### config.mk
export PLATFORM = sky130hd
export DESIGN_NAME = seq_alu
export DESIGN_NICKNAME = d
export VERILOG_FILES = /design/src/rtl/seq_alu.sv
export SDC_FILE = /design/constraint.sdc
export NUM_CORES = 1
export LEC_CHECK = 0
export ABC_AREA = 1
export BUFFER_PORTS_ARGS = -buffer_cell sky130_fd_sc_hd__buf_2
export CAP_MARGIN = 20
export CORE_ASPECT_RATIO = 1.2
export CORE_UTILIZATION = 47
export DETAILED_ROUTE_END_ITERATION = 12
export PLACE_DENSITY = 0.63
export SLEW_MARGIN = 40
export SYNTH_ARGS = -nofsm -noshare
export SYNTH_HDL_FRONTEND = slang
export SYNTH_SLANG_ARGS = --single-unit
### constraint.sdc
create_clock -name clk -period 5.4 [get_ports clk]
set_input_delay 1.08 -clock clk [delete_from_list [all_inputs] [get_ports clk]]
set_output_delay 1.08 -clock clk [all_outputs]
set_load 0.005 [all_outputs]
### src/rtl/seq_alu.sv
// seq_alu -- multi-cycle ALU with add, subtract, shift-add multiply and
// (optionally) restoring divide.
//
// Configuration macro:
//   SEQ_ALU_DIV_EN  defined   -> divider built in; op 011 runs WIDTH+1 cycles
//                   undefined -> no divider; op 011 behaves like the unused
//                                codes (result 0, flags 0100, latency 1)
//
// Ports:
//   clk         rising-edge clock for all state
//   reset       synchronous, active-high; aborts any operation in flight
//   start       request pulse, honoured only while busy=0
//   ALUControl  000 add, 001 sub, 010 mul, 011 div, 1xx unused
//   SrcA, SrcB  operands, captured in the cycle start is accepted
//   ALUResult   registered result, held between done pulses
//   ALUFlags    registered {N,Z,C,V}, held between done pulses
//   busy        high from acceptance through the done cycle
//   done        one-cycle pulse when ALUResult/ALUFlags update
//
// Latency from the accepting edge to done: 1 for add/sub/unused codes,
// WIDTH+1 for mul and div.
module seq_alu #(
  parameter int WIDTH = 32
) (
  input  logic             clk,
  input  logic             reset,
  input  logic             start,
  input  logic [2:0]       ALUControl,
  input  logic [WIDTH-1:0] SrcA,
  input  logic [WIDTH-1:0] SrcB,
  output logic [WIDTH-1:0] ALUResult,
  output logic [3:0]       ALUFlags,
  output logic             busy,
  output logic             done
);

  localparam int            CW   = $clog2(WIDTH);
  localparam logic [CW-1:0] LAST = CW'(WIDTH - 1);

`ifdef SEQ_ALU_DIV_EN
  typedef enum logic [1:0] {IDLE, MUL, DIV, DONE} state_t;
`else
  typedef enum logic [1:0] {IDLE, MUL, DONE} state_t;
`endif

  state_t             state;
  logic [CW-1:0]      cnt;
  // Shared iteration register: for mul it is {partial product high, multiplier
  // shifting out}; for div it is {partial remainder, dividend shifting into
  // quotient}.
  logic [2*WIDTH-1:0] acc;
  logic [WIDTH-1:0]   a_q;
`ifdef SEQ_ALU_DIV_EN
  logic [WIDTH-1:0]   b_q;
`endif

  function automatic logic [3:0] make_flags(input logic [WIDTH-1:0] res,
                                            input logic c, input logic v);
    return {res[WIDTH-1], res == '0, c, v};
  endfunction

  // Single-cycle operations, evaluated straight from the inputs in the
  // accepting cycle.
  logic [WIDTH:0]   add_full, sub_full;
  logic [WIDTH-1:0] imm_res;
  logic [3:0]       imm_flags;

  always_comb begin
    // NOTE: every output of an always_comb gets a default first, so no path
    // leaves it unassigned and no latch is inferred.
    add_full  = {1'b0, SrcA} + {1'b0, SrcB};
    sub_full  = {1'b0, SrcA} - {1'b0, SrcB};
    imm_res   = '0;
    imm_flags = make_flags('0, 1'b0, 1'b0);
    case (ALUControl)
      3'b000: begin
        imm_res   = add_full[WIDTH-1:0];
        imm_flags = make_flags(add_full[WIDTH-1:0], add_full[WIDTH],
                               (SrcA[WIDTH-1] == SrcB[WIDTH-1]) &&
                               (add_full[WIDTH-1] != SrcA[WIDTH-1]));
      end
      3'b001: begin
        imm_res   = sub_full[WIDTH-1:0];
        // Top bit of the widened difference is the borrow; C means no borrow.
        imm_flags = make_flags(sub_full[WIDTH-1:0], ~sub_full[WIDTH],
                               (SrcA[WIDTH-1] != SrcB[WIDTH-1]) &&
                               (sub_full[WIDTH-1] != SrcA[WIDTH-1]));
      end
      default: ;
    endcase
  end

  // One shift-add step: add the multiplicand into the high half when the
  // current multiplier bit is set, then shift the whole register right.
  logic [WIDTH:0]     mul_sum;
  logic [2*WIDTH-1:0] mul_next;

  always_comb begin
    mul_sum  = {1'b0, acc[2*WIDTH-1:WIDTH]} + (acc[0] ? {1'b0, a_q} : '0);
    mul_next = {mul_sum, acc[WIDTH-1:1]};
  end

`ifdef SEQ_ALU_DIV_EN
  // One restoring-division step: bring the next dividend bit into the
  // remainder, subtract the divisor if it fits, shift the quotient bit in.
  // A zero divisor always "fits", so the quotient naturally becomes all ones.
  logic [WIDTH:0]     div_shift;
  logic               div_ge;
  logic [2*WIDTH-1:0] div_next;

  always_comb begin
    div_shift = {acc[2*WIDTH-1:WIDTH], acc[WIDTH-1]};
    div_ge    = div_shift >= {1'b0, b_q};
    div_next  = {div_ge ? (div_shift[WIDTH-1:0] - b_q) : div_shift[WIDTH-1:0],
                 acc[WIDTH-2:0], div_ge};
  end
`endif

  always_ff @(posedge clk) begin
    // NOTE: state registers take non-blocking assignments only, so every
    // right-hand side sees the pre-edge values regardless of statement order.
    if (reset) begin
      state     <= IDLE;
      cnt       <= '0;
      acc       <= '0;
      a_q       <= '0;
`ifdef SEQ_ALU_DIV_EN
      b_q       <= '0;
`endif
      ALUResult <= '0;
      ALUFlags  <= '0;
      busy      <= 1'b0;
      done      <= 1'b0;
    end else begin
      case (state)
        IDLE: begin
          done <= 1'b0;
          if (start) begin
            busy <= 1'b1;
            cnt  <= '0;
            case (ALUControl)
              3'b010: begin
                a_q   <= SrcA;
                acc   <= {{WIDTH{1'b0}}, SrcB};
                state <= MUL;
              end
`ifdef SEQ_ALU_DIV_EN
              3'b011: begin
                b_q   <= SrcB;
                acc   <= {{WIDTH{1'b0}}, SrcA};
                state <= DIV;
              end
`endif
              default: begin
                ALUResult <= imm_res;
                ALUFlags  <= imm_flags;
                done      <= 1'b1;
                state     <= DONE;
              end
            endcase
          end
        end

        MUL: begin
          acc <= mul_next;
          cnt <= cnt + CW'(1);
          // The last step's result is written directly, so done follows the
          // WIDTH-th iteration without an extra cycle.
          if (cnt == LAST) begin
            ALUResult <= mul_next[WIDTH-1:0];
            ALUFlags  <= make_flags(mul_next[WIDTH-1:0], 1'b0,
                                    |mul_next[2*WIDTH-1:WIDTH]);
            done      <= 1'b1;
            state     <= DONE;
          end
        end

`ifdef SEQ_ALU_DIV_EN
        DIV: begin
          acc <= div_next;
          cnt <= cnt + CW'(1);
          if (cnt == LAST) begin
            ALUResult <= div_next[WIDTH-1:0];
            ALUFlags  <= make_flags(div_next[WIDTH-1:0], 1'b0, b_q == '0);
            done      <= 1'b1;
            state     <= DONE;
          end
        end
`endif

        DONE: begin
          done  <= 1'b0;
          busy  <= 1'b0;
          state <= IDLE;
        end

        default: state <= IDLE;
      endcase
    end
  end

endmodule

==> impl_results.md, run 1 <==
* CP endpoint kind: register
* #FFs+latches synth at between 100 and 150
* GP Congestion at between 0.9 and 1
* Pre-Repair DR Iteration Count at 6
* Vias in the first global route at 14800
* RR Endpoint: ALUFlags[0]$_SDFFE_PP0P_
* FF-to-FF path depth at 24
* Clock slew at reported path FFs at approximately 60 ps
* Worst-case clock buffer depth at 2
* Number of setup buffers added after CTS at 0
* Final Instance Count excl. Fillers at 2844
* Syn_area_per_cell at 5.60 um2
* Unrepaired setup endpoints after global routing: false
* Critical path type: register to register
* Placed instance area at between 0.01 and 0.015 mm2
* Root buffer selected by CTS: clkbuf_16
* DP HPWL at between 40000 and 50000 um
* Port bufs at approximately 110
* Total GRT Usage at 35.7%
* Max FO, Critical Path at 23
* Post-route minimum period at approximately 3800 ps
* Register area share after synthesis at approximately a fifth
* Via density at 5.41
* R2r setup slk at between 1500 and 2000 ps
* Die X at approximately 160 um
* Post-synth net total at between 2000 and 3000
* Max Cap Violations at 0
* Routed via count at between 15000 and 20000
* Design area at between 0.01 and 0.015 mm2
* Worst Hold Path Cells at 2
* Die Ht at between 150 and 200 um
* CTS Buf Count at 17
* Fin. Hold Viols at 0
* Post-DRT Antenna Nets at 0
* First-pass GRT wire length at 79900 um
* Post-CTS Hold Fix Bufs at 0
* CP startpoint kind: register
* Final setup vio count at 0
* Total power divided by cell area at about 220 mW/mm2
* Worst Hold End: acc[50]$_SDFFE_PP0P_
* Area growth syn-to-layout at 9.64%
* CTS tree: yes
* Setup Total Neg Slack at 0 ps
* Netlist area before placement at 0.0135 mm2
* Dpl cells at roughly 2800
* F_max at approximately 260 MHz
* Clk_lat worst skew at 420 ps
* Initial DRC Count at 1289
* Post-Syn Instances at about 2400
* Final WL at approximately 52000 um
* Clock Sinks at 140
* Worst ir drop on vdd at around 0.00022 V
* Slew Viols, Final at 0
* WHS at between 400 and 500 ps
* Pleak at 7.96 nW
* Final core utilization at 52.7%
* Status: complete, no violations
* Ports at 108
* ANT cells at 0
* Post-route DRC at 0
* CTS HTree Levels at 4
* Worst-Margin Slew at approximately 860 ps
* Crit Reg-Reg Startpoint: acc[0]$_SDFFE_PP0P_
* Final Cycle Share at between 70% and 80%
* Synth unique cells at 43
* Layout cell share with drive strength beyond 1 at around 7.3%
* Die area at between 0.02 and 0.03 mm2
* Largest net degree at the start of global routing at around 80
* Crit path required time at approximately 5700 ps
* Fillers at roughly 3100
* Row count at 67
* Initial Util at between 40% and 50%
* Slew HR at a little over two fifths
* Hold Crit Class: register to register
* Layout Nets at around 2600
* Clock skew at 9.80 ps
* Antenna violations before repair at 0
* Total congestion overflow at 0
* Core area at 0.0280 mm2
* Hold Path Origin: acc[50]$_SDFFE_PP0P_
* Synth Warn # at 0
* Resized Gates After CTS at 0
* Worst endpoint data arrival time at around 4200 ps
* WL/cell at between 15 and 20 um
==> cell type report <==
type,instances,area [um2],share of cell area (%)
Clock buffer,21,450,3.05
Inverter,362,1360,9.24
Multi-Input combinational cell,1812,8920,60.4
Tap cell,379,474,3.21
Timing Repair Buffer,119,626,4.24
Sequential cell,140,2800,19.0
Clock inverter,11,120,0.814
==> worst max-delay path, stage by stage (launching register included) <==
cell and delay, ps:
dfxtp_1 530, buf_4 330, nand2_1 80, inv_1 60
ha_1 250, inv_1 80, fa_1 400, inv_1 120
nand3_1 70, nand2_1 180, nand2_1 70, nand2_1 140
nand2_1 70, nand2_1 160, nand3_1 160, nand3_1 120
nand2_1 80, nor2_1 150, nand2_1 70, nor2_1 200
nand3_1 130, nand2_1 90, nand3_1 70, nand2_1 80
inv_1 40
==> flip-flops by register name, indices dropped and copies added (netlist names) <==
name and flops:
state 2, done 1, cnt 5, ALUResult 32, busy 1, ALUFlags 3, a_q 32, acc 64
==> cell usage after synthesis <==
cell / instances / share of area, %
or2_1: 5 / 0.23
buf_2: 22 / 0.82
nor2_1: 256 / 7.1
a21o_1: 2 / 0.11
buf_1: 4 / 0.11
buf_4: 7 / 0.39
nor4_1: 13 / 0.60
nor3_1: 19 / 0.71
a21oi_1: 150 / 5.6
o21ai_2: 1 / 0.065
o31ai_1: 1 / 0.056
clkbuf_1: 54 / 1.5
nor3_2: 2 / 0.15
fa_1: 3 / 0.45
dfxtp_1: 140 / 21
a31oi_1: 45 / 2.1
or2_0: 1 / 0.047
nor4b_1: 1 / 0.065
clkbuf_2: 1 / 0.037
o211ai_1: 1 / 0.056
o21ai_1: 3 / 0.11
a21oi_2: 5 / 0.33
a22o_1: 16 / 1.0
inv_2: 6 / 0.17
a211oi_1: 1 / 0.056
nand3b_1: 2 / 0.11
o21bai_1: 5 / 0.28
xor2_1: 15 / 0.98
nor2_2: 5 / 0.23
xnor2_1: 10 / 0.65
and2_1: 4 / 0.19
nand4_1: 28 / 1.3
nand2_1: 827 / 23
clkinv_1: 1 / 0.028
a221oi_1: 1 / 0.065
nand3_2: 1 / 0.074
ha_1: 103 / 9.6
nand3_1: 125 / 4.6
inv_1: 355 / 9.9
o21ai_0: 144 / 5.4
or2_2: 4 / 0.19
o22ai_1: 10 / 0.46
nand2_2: 3 / 0.14
==> cells by family after synthesis <==
group           share of synthesized area (%)
fa+ha+maj                                10.0
flops                                    20.8
simple gates                             38.9
buf+inv                                  13.0
compound gates                           15.7
xor+xnor                                 1.63
==> through the flow <==
stage          setup WS [ps]  power [mW]
2_1_floorplan           2390        1.78
3_3_place_gp            1510        2.12
3_5_place_dp            1590        2.12
4_1_cts                 1670        3.26
5_1_grt                 1230        3.43
6_report                1560        3.28
==> routing by layer <==
metal  up-vias  global-route usage (%)  part of all wire [%]
met4         0                    17.4                   4.8
met3       132                    3.66                   5.6
met1      7005                    44.1                    42
met2       554                    61.3                    48
li1       7704                       -                     -
met5         -                       0                     0
==> how the worst max path moves through the flow <==
| stage | depth (start not counted) | startpoint | end | slack [ps] |
|---|---|---|---|---|
| 6_report | 24 | acc[0]$_SDFFE_PP0P_ | ALUFlags[0]$_SDFFE_PP0P_ | 1560 |
| 5_1_grt | 24 | acc[0]$_SDFFE_PP0P_ | ALUFlags[0]$_SDFFE_PP0P_ | 1230 |
| 4_1_cts | 24 | acc[0]$_SDFFE_PP0P_ | ALUFlags[0]$_SDFFE_PP0P_ | 1670 |
| 3_5_place_dp | 15 | SrcB[25] | ALUFlags[2]$_SDFFE_PP0P_ | 1590 |
| 3_3_place_gp | 12 | ALUControl[1] | acc[11]$_SDFFE_PP0P_ | 1510 |
| 2_1_floorplan | 21 | SrcA[0] | ALUFlags[2]$_SDFFE_PP0P_ | 2390 |
==> cells in the final DEF (no fill, tap or decap), drive strengths merged, types with 2 or more instances in the layout <==
master / n
a21o: 2
a21oi: 155
a22o: 16
a31oi: 45
and2: 4
buf: 119
bufinv: 2
clkbuf: 21
clkinv: 8
clkinvlp: 3
dfxtp: 140
fa: 3
ha: 103
inv: 360
nand2: 830
nand3: 126
nand3b: 2
nand4: 28
nor2: 261
nor3: 21
nor4: 13
o21ai: 148
o21bai: 5
o22ai: 10
or2: 10
xnor2: 10
xor2: 15
==> power breakdown <==
part           internal, mW  switching [mW]
logic                 0.292           0.695
clock network         0.689           0.456
registers              1.09          0.0479
Power figures use the tool's default switching activity.
==> run 2: changes to the inputs <==
- clock period: 5.4 -> 3.55 ns (I/O delays scaled with it)
==> run 2 against run 1 <==
Utilization is 0.59 points higher. Clock skew is 4.2 ps higher. Sequential power up 52%. Clock power is 59% higher. Count of clock-buffer cells in the layout is 2 lower. Largest power group unchanged. Highest routed layer unchanged.
==> impl_results.md, run 2 (synthesized netlist as in run 1, its figures left out) <==
* Post-CTS Hold Fix Bufs at 0 (unchanged)
* Total GRT Usage at 36.1% (was 35.7%)
* Setup slack at placement at 134 ps (was 1590 ps)
* Routed via count at 15500 (was 15400)
* Final core utilization at 53.3% (was 52.7%)
* Worst-Margin Slew at 864 ps (was 858 ps)
* Final WL at 52600 um (was 51600 um)
* Clk_lat worst skew at 430 ps (was 420 ps)
* Max FO, Critical Path at 4 (was 23)
* Hold Crit Class: register to register (unchanged)
* Worst path max stage delay at 410 ps (was 530 ps)
* Antenna violations before repair at 0 (unchanged)
* Pleak at 8.05 nW (was 7.96 nW)
* Most frequent cells in the layout: 827 x nand2_1, 352 x inv_1, 255 x nor2_1 (unchanged)
* Die Ht at 187 um (unchanged)
* Final setup vio count at 0 (unchanged)
* Most common cell after layout, fill and taps aside: nand2_1 (unchanged)
* Layout Nets at 2644 (was 2628)
* CTS HTree Levels at 4 (unchanged)
* CP Cell Sequence: nand2_1 > inv_1 > ha_1 > inv_1 > fa_1 > inv_1 > nand3_1 > nand2_1 > nand2_1 > nand2_1 > nand3_1 > nand2_1 > nand2_1 > nand3_1 > nand2_1 > nor2_1 > nand2_1 > nor2_1 > nand3_1 > nand2_1 > nand3_1 > nand2_1 > inv_1 (was buf_4 > nand2_1 > inv_1 > ha_1 > inv_1 > fa_1 > inv_1 > nand3_1 > nand2_1 > nand2_1 > nand2_1 > nand2_1 > nand2_1 > nand3_1 > nand3_1 > nand2_1 > nor2_1 > nand2_1 > nor2_1 > nand3_1 > nand2_1 > nand3_1 > nand2_1 > inv_1)
* Design area at 0.0149 mm2 (was 0.0148 mm2)
* Placed instance area at 0.0143 mm2 (was 0.0142 mm2)
* CTS tree: yes (unchanged)
* Final worst slack at 344 ps (was 1560 ps)
* Number of setup buffers added after CTS at 0 (unchanged)
* Dpl cells at 2828 (was 2812)
* Row count at 67 (unchanged)
* Crit path max-delay cell type: fa_1 (was dfxtp_1)
* Slew Viols, Final at 0 (unchanged)
* Status: complete, no violations (unchanged)
* Ports at 108 (unchanged)
* Worst-case clock buffer depth at 2 (unchanged)
* Die area at 0.0293 mm2 (unchanged)
* Buffers & Inverters on Critical Path at 4 (was 5)
* Vias in the first global route at 14800 (about the same)
* Total congestion overflow at 0 (unchanged)
* Post-route minimum period at 3210 ps (was 3840 ps)
* Post-DRT Antenna Nets at 0 (unchanged)
* Met2 WL at 25500 um (was 24600 um)
* Wl on met1 at 21200 um (was 21500 um)
* Final Cycle Share at 90.3% (was 71.0%)
* CP startpoint kind: register (unchanged)
* Tot Pwr at 5.10 mW (was 3.28 mW)
* Sw frac at 37.0% (was 36.6%)
* Unrepaired setup endpoints after global routing: false (unchanged)
* Switching power at 1.88 mW (was 1.20 mW)
* Power share of the clock group at 35.9% (was 35.0%)
* Internal cell power at 3.22 mW (was 2.08 mW)
* Fin. Hold Viols at 0 (unchanged)
* Reg with most FFs: acc (unchanged)
* Clock skew at 13.9 ps (was 9.80 ps)
* F_max at 312 MHz (was 261 MHz)
* Sequential power share at 34.0% (was 34.9%)
* Most used cell, CP: nand2_1 (unchanged)
* Max Cap Violations at 0 (unchanged)
* Area growth syn-to-layout at 10.9% (was 9.64%)
* Top sig layer: met4 (unchanged)
* WL/cell at 18.4 um (was 18.1 um)
* Layout cell share with drive strength beyond 1 at 7.98% (was 7.30%)
* Met3 WL at 3430 um (was 2910 um)
* Critical path type: register to register (unchanged)
* WHS at 471 ps (was 470 ps)
* Setup Total Neg Slack at 0 ps (unchanged)
* Largest net degree at the start of global routing at 63 (was 78)
* Core area at 0.0280 mm2 (unchanged)
* Crit path required time at 3880 ps (was 5720 ps)
* Root buffer selected by CTS: clkbuf_16 (unchanged)
* CP delay by family, top: simple AND/OR/NAND/NOR gates (unchanged)
* Port bufs at 107 (unchanged)
* Comb pwr share at 30.1% (about the same)
* Clock Sinks at 140 (unchanged)
* GP Congestion at 1.04 (was 0.979)
* Slew HR at 42.3% (was 42.7%)
* Via density at 5.43 (was 5.41)
* Worst endpoint data arrival time at 3530 ps (was 4150 ps)
* Top flop regs: acc x64, ALUResult x32, a_q x32 (unchanged)
* First-pass GRT wire length at 80500 um (was 79900 um)
* Die X at 156 um (unchanged)
* Clock slew at reported path FFs at 60 ps (about the same)
* Initial DRC Count at 1343 (was 1289)
* Total power divided by cell area at 342 mW/mm2 (was 222 mW/mm2)
* Worst ir drop on vdd at 0.000218 V (about the same)
* Pre-Repair DR Iteration Count at 5 (was 6)
* DP HPWL at 43500 um (was 42500 um)
* Post-route DRC at 0 (unchanged)
* ANT cells at 0 (unchanged)
* Resized Gates After CTS at 0 (unchanged)
* CP endpoint kind: register (unchanged)
* Final Instance Count excl. Fillers at 2860 (was 2844)
* Number of flip-flops in the largest register at 64 (unchanged)
* CTS Buf Count at 17 (unchanged)
* Initial Util at 48.1% (unchanged)
run 2: changes by cell type in the layout (fill, tap and decap cells not counted), sizes merged:
cell / delta
buf: +16
inv: +5
clkinv: -3
clkbuf: -2
run 2: final timing paths:
path                              from                        to  slack (ps)  depth (start not counted)
hold reg to reg   acc[47]$_SDFFE_PP0P_      acc[47]$_SDFFE_PP0P_         470                          2
setup reg to reg   acc[0]$_SDFFE_PP0P_  ALUFlags[0]$_SDFFE_PP0P_         340                         23
setup / recovery   acc[0]$_SDFFE_PP0P_  ALUFlags[0]$_SDFFE_PP0P_         340                         23
hold / removal    acc[47]$_SDFFE_PP0P_      acc[47]$_SDFFE_PP0P_         470                          2
run 2: cell type report:
cell class                      instances  area, um2
Clock inverter                         13        153
Clock buffer                           19        453
Timing Repair Buffer                  135        758
Inverter                              362       1360
Multi-Input combinational cell       1812       8920
Sequential cell                       140       2800
Tap cell                              379        474
Fill cell                            3119      13100
run 2: tightest hold or removal path, cell delays in order, from the launching register on:
cell     delay (ps)
dfxtp_1         310
nand2_1          60
a21oi_1          60
run 2: power by group through the flow:
stage / registers (mW) / logic (mW) / clock network [mW]
after floorplan: 1.74 / 0.963 / 0
after global placement: 1.76 / 1.49 / 0
after detailed placement: 1.76 / 1.49 / 0
after CTS: 1.73 / 1.50 / 1.85
after global routing: 1.74 / 1.68 / 1.92
final: 1.73 / 1.54 / 1.83
run 2: metal layers:
metal / vias to the layer above / global-route usage (%)
met5: - / 0
li1: 7737 / -
met3: 128 / 5.14
met4: 0 / 17.5
met2: 610 / 63.2
met1: 7051 / 42.7
